## config.mk

```make
export PLATFORM = sky130hd
export DESIGN_NAME = fifo_rd_stream
export DESIGN_NICKNAME = d
export VERILOG_FILES = /design/src/rtl/fifo_rd_stream.sv
export SDC_FILE = /design/constraint.sdc
export NUM_CORES = 1
export LEC_CHECK = 0
export ABC_AREA = 1
export CORE_ASPECT_RATIO = 1.2
export CORE_MARGIN = 4
export CORE_UTILIZATION = 49
export CTS_BUF_LIST = sky130_fd_sc_hd__clkbuf_2 sky130_fd_sc_hd__clkbuf_4 sky130_fd_sc_hd__clkbuf_8
export DETAILED_ROUTE_END_ITERATION = 10
export PLACE_DENSITY_LB_ADDON = 0.3
export SKIP_CTS_REPAIR_TIMING = 1
export SLEW_MARGIN = 25
export SYNTH_ARGS = -nofsm -noshare
export SYNTH_HDL_FRONTEND = slang
export SYNTH_SLANG_ARGS = --single-unit
```

## constraint.sdc

```tcl
create_clock -name r_clk -period 2.3 [get_ports r_clk]
set_input_delay 0.345 -clock r_clk [delete_from_list [all_inputs] [get_ports r_clk]]
set_output_delay 0.345 -clock r_clk [all_outputs]
set_load 0.05 [all_outputs]
```

## src/rtl/fifo_rd_stream.sv

```systemverilog
// fifo_rd_stream: drains the async FIFO read port into a valid/ready stream.
// A 2-entry skid buffer absorbs the FIFO's one-cycle registered read latency.
module fifo_rd_stream #(
    parameter int DATA_WIDTH = 8,
    parameter int CNT_WIDTH  = 16
) (
    input  logic                  r_clk,
    input  logic                  r_rst,
    input  logic                  fifo_empty,
    output logic                  fifo_rd_en,
    input  logic [DATA_WIDTH-1:0] fifo_rd_data,
    input  logic                  flush,
    output logic                  m_valid,
    output logic [DATA_WIDTH-1:0] m_data,
    input  logic                  m_ready,
    output logic [CNT_WIDTH-1:0]  rd_count,
    output logic                  busy
);
    typedef enum logic {RUN, FLUSH} state_t;

    state_t                r_state;
    logic [1:0]            r_occ;
    logic                  r_infl;
    logic [DATA_WIDTH-1:0] r_b0, r_b1;
    logic [CNT_WIDTH-1:0]  r_count;
    logic                  w_run, w_pop, w_push;
    logic [2:0]            w_level;

    assign w_run      = r_state == RUN;
    assign m_valid    = w_run && r_occ != 2'd0;
    assign m_data     = r_b0;
    assign w_pop      = m_valid && m_ready;
    assign w_push     = w_run && r_infl;
    // occupancy the buffer will hold once the in-flight word lands and this cycle's pop leaves
    assign w_level    = {1'b0, r_occ} + {2'b0, r_infl} - {2'b0, w_pop};
    assign fifo_rd_en = !r_rst && w_run && !flush && !fifo_empty && w_level < 3'd2;
    assign busy       = r_occ != 2'd0 || r_infl;
    assign rd_count   = r_count;

    always_ff @(posedge r_clk) begin
        if (r_rst) begin
            r_state <= RUN;
            r_occ   <= 2'd0;
            r_infl  <= 1'b0;
            r_b0    <= '0;
            r_b1    <= '0;
            r_count <= '0;
        end else begin
            r_infl  <= fifo_rd_en;
            r_count <= r_count + CNT_WIDTH'(w_pop);
            if (!w_run) begin
                r_occ <= 2'd0;
                if (!flush && !r_infl)
                    r_state <= RUN;
            end else begin
                if (flush)
                    r_state <= FLUSH;
                r_occ <= r_occ + {1'b0, w_push} - {1'b0, w_pop};
                if ((w_pop && (r_occ == 2'd2 || w_push)) || (w_push && r_occ == 2'd0))
                    r_b0 <= (w_pop && r_occ == 2'd2) ? r_b1 : fifo_rd_data;
                if (w_push && r_occ == (w_pop ? 2'd2 : 2'd1))
                    r_b1 <= fifo_rd_data;
            end
        end
    end

    always_ff @(posedge r_clk)
        if (!r_rst)
            assert (r_occ <= 2'd2 && !(w_push && !w_pop && r_occ == 2'd2))
            else $error("fifo_rd_stream skid buffer overflow");
endmodule

```

==> flow_metrics.py <==
metrics = {
    "cells_and_area": {
        "layout-drive-gt1-share": 0.190,
        "nets": 347,
        "antenna_cells": 0,
        "area_delta_synth_final_pct": 31.3,
    },
    "grt": {
        "grt_overflow_total": 0,
        "grt_max_degree": 24,
        "antenna_found_initial": 0,
        "grt_pass1_vias": 1788,
        "grt_pass1_wl_um": 7240,
        "grt_use_total": 0.176,
    },
    "synthesis": {
        "synthFlopType": "dfxtp_1",
        "synth_seq_cells": 36,
        "ys_warn_count": 0,
        "synth_cell_types": 32,
        "syn_nets": 297,
        "synth_area_um2": 1980,
        "synth_cells": 280,
        "yosysSeqAreaShare": 0.363,
        "avgSynthCellArea_um2": 7.09,
        "synth_edf_count": 0,
        "synthArstFlopShare": 0,
    },
    "timing": {
        "hold_viol": 0,
        "finClkSkew_ns": 0.00640,
        "relSlewSlack": 0.664,
        "report.final.slew_viol_count": 0,
        "final-setup-viol-count": 1,
        "rsz0062_at_grt": "true",
        "min_period_ns": 2.48,
        "timing.hold.ws_ns": 0.481,
        "tightestPinTransition_ns": 0.503,
        "postLayoutSetupSlackWorst_ns": -0.180,
        "fin_crit_sh": 1.08,
        "max_freq_mhz": 403,
    },
    "route": {
        "drt_iter0_drc": 116,
        "wl_per_cell_um": 10.4,
        "drc": 0,
        "drt_wl_total_um": 4020,
        "vias": 1822,
        "vias_per_cell": 4.73,
        "ant_nets": 0,
        "firstDrtPassIters": 5,
    },
    "critical_path": {
        "endpoint_kind": "output port",
        "start_kind": "flop",
        "crit_arrival_ns": 2.14,
        "cp_slowest_cell": "fa_1",
        "cp_top_family": "simple AND/OR/NAND/NOR gates",
        "criticalPathCategory": "flop to output port",
        "path_cells": "nor2_2 -> nor2_4 -> nand2_4 -> nor2_4 -> inv_1 -> nand2_1 -> nand2_1 -> fa_1 -> nand3_4 -> nor4_4 -> buf_12",
        "crit_buf_inv": 2,
        "cp_data_required_time_ns": 1.96,
        "cp_max_fo": 4,
        "cp_slowest_stage_delay_ns": 0.54,
    },
    "cts": {
        "clk_pin_slew_ns": 0.07,
        "ctsRootBufferMaster": "clkbuf_8",
        "htreeDepth": 2,
        "cts_sinks": 36,
        "cts_tree": "built",
        "insertion_delay_ns": 0.29,
        "cts_buffers": 5,
        "cts_max_path_buffers": 2,
    },
    "run_status": {
        "status": "finished, violations left",
        "violations": "negative setup slack",
    },
    "floorplan": {
        "coreArea_um2": 3910,
        "die_y_um": 77.7,
        "die_w_um": 66.1,
        "start_util": 0.508,
        "pin_count": 40,
        "fp-row-count": 25,
        "dieArea_um2": 5140,
    },
    "pwr": {
        "power.density_nw_per_um2": 511,
        "power_mw": 1.33,
        "ir_worst_vdd_uv": 392,
        "p_leak_nw": 1.14,
    },
    "hold_path": {
        "worst_hold_path_type": "flop to flop",
    },
    "placed_design": {
        "place_ws_ns": -0.377,
        "port_buffers": 39,
        "place_hpwl_um": 3000,
        "gp_congestion": 0.881,
    },
    "run": {
        "drv_cap": 0,
    },
}
-- registers in the layout, summed over array words and instances (netlist names) --
name      cells
rd_count     16
m_data        8
r_b1          8
r_occ         2
r_infl        1
r_state       1
-- synthesized netlist by cell type, types with 2 or more instances --
library cell	instances	area, um^2
o21ai_2	7	61.3
nor2_4	3	33.8
nand2_2	4	25.0
a21oi_1	8	40.0
nand2_4	2	22.5
nor4_1	2	12.5
o21ai_1	2	10.0
o21bai_1	2	15.0
a21oi_2	8	70.1
inv_1	40	150
ha_1	3	37.5
nor2_2	5	31.3
nand2_1	68	255
nor2_1	46	173
nand3_1	14	70.1
or2_2	2	12.5
inv_2	3	11.3
nand4_1	4	25.0
nand3_2	2	20.0
o21ai_0	5	25.0
buf_6	4	45.0
dfxtp_1	36	721
-- cell type report --
cell class	instances	area [um^2]
Sequential cell	36	728
Clock buffer	7	83.8
Tap cell	54	67.6
Fill cell	357	1310
Multi-Input combinational cell	194	1070
Clock inverter	1	5.00
Inverter	43	161
Timing Repair Buffer	50	485
-- worst paths after layout --
kind         slack [ns]  cells after the start          from           end
min                0.48                      2  rd_count[15]  rd_count[15]
max               -0.18                     11      r_occ[1]    fifo_rd_en
max reg2reg        0.39                     14      r_occ[1]  rd_count[10]
min reg2reg        0.48                      2  rd_count[15]  rd_count[15]
-- report_power, final --
part	internal, mW	switching (mW)
sequential	0.637	0.00813
clock	0.236	0.216
combinational	0.0927	0.140
total	0.966	0.364
-- placed cells by master, fill, tap and decap left out, types with 2 or more instances in the layout --
cell,instances
a21oi_1,8
a21oi_2,8
buf_4,11
clkbuf_4,2
clkbuf_8,5
clkdlybuf4s50_1,37
dfxtp_1,34
dfxtp_4,2
ha_1,3
inv_1,40
inv_2,3
nand2_1,67
nand2_2,4
nand2_4,3
nand3_1,13
nand3_2,2
nand3_4,2
nand4_1,4
nor2_1,46
nor2_2,4
nor2_4,4
o21ai_0,5
o21ai_1,2
o21ai_2,7
o21bai_1,2
-- worst register-to-register path: stages (launching register included) --
cell     delay (ns)
dfxtp_4        0.35
nor2_2         0.05
nor2_4         0.11
nand2_4        0.08
buf_4          0.14
inv_1          0.05
ha_1           0.16
ha_1           0.18
nand2_1        0.08
nor2_1         0.18
nand2_1        0.10
nand2_1        0.08
o21ai_0        0.10
o21ai_0        0.10
inv_1          0.05
-- routing by layer --
layer  up-vias  global-route usage  part of all wire  routed length [um]
li1        971                   -                 -                   -
met1       805               0.197              0.43                1730
met5         -                   0                 0                   0
met2        41               0.305              0.51                2050
met3         5              0.0463             0.045                 183
met4         0              0.0752             0.014                  56
-- stage by stage --
stage               std cells  area, um^2  utilization  TNS (ns)
global route              385        2610        0.666    -0.277
floorplan                 280        2020            -    -0.458
detailed placement        376        2490        0.638    -0.377
CTS                       384        2580        0.660    -0.382
finish                    385        2610        0.666    -0.180
global placement          376        2490        0.638    -0.347
-- cells by family after synthesis --
logic type      synth area share
compound gates             0.119
xor+xnor                 0.00883
fa+ha+maj                 0.0290
buf+inv                    0.117
flops                      0.363
simple gates               0.363
(Power assumes the default switching activity.)
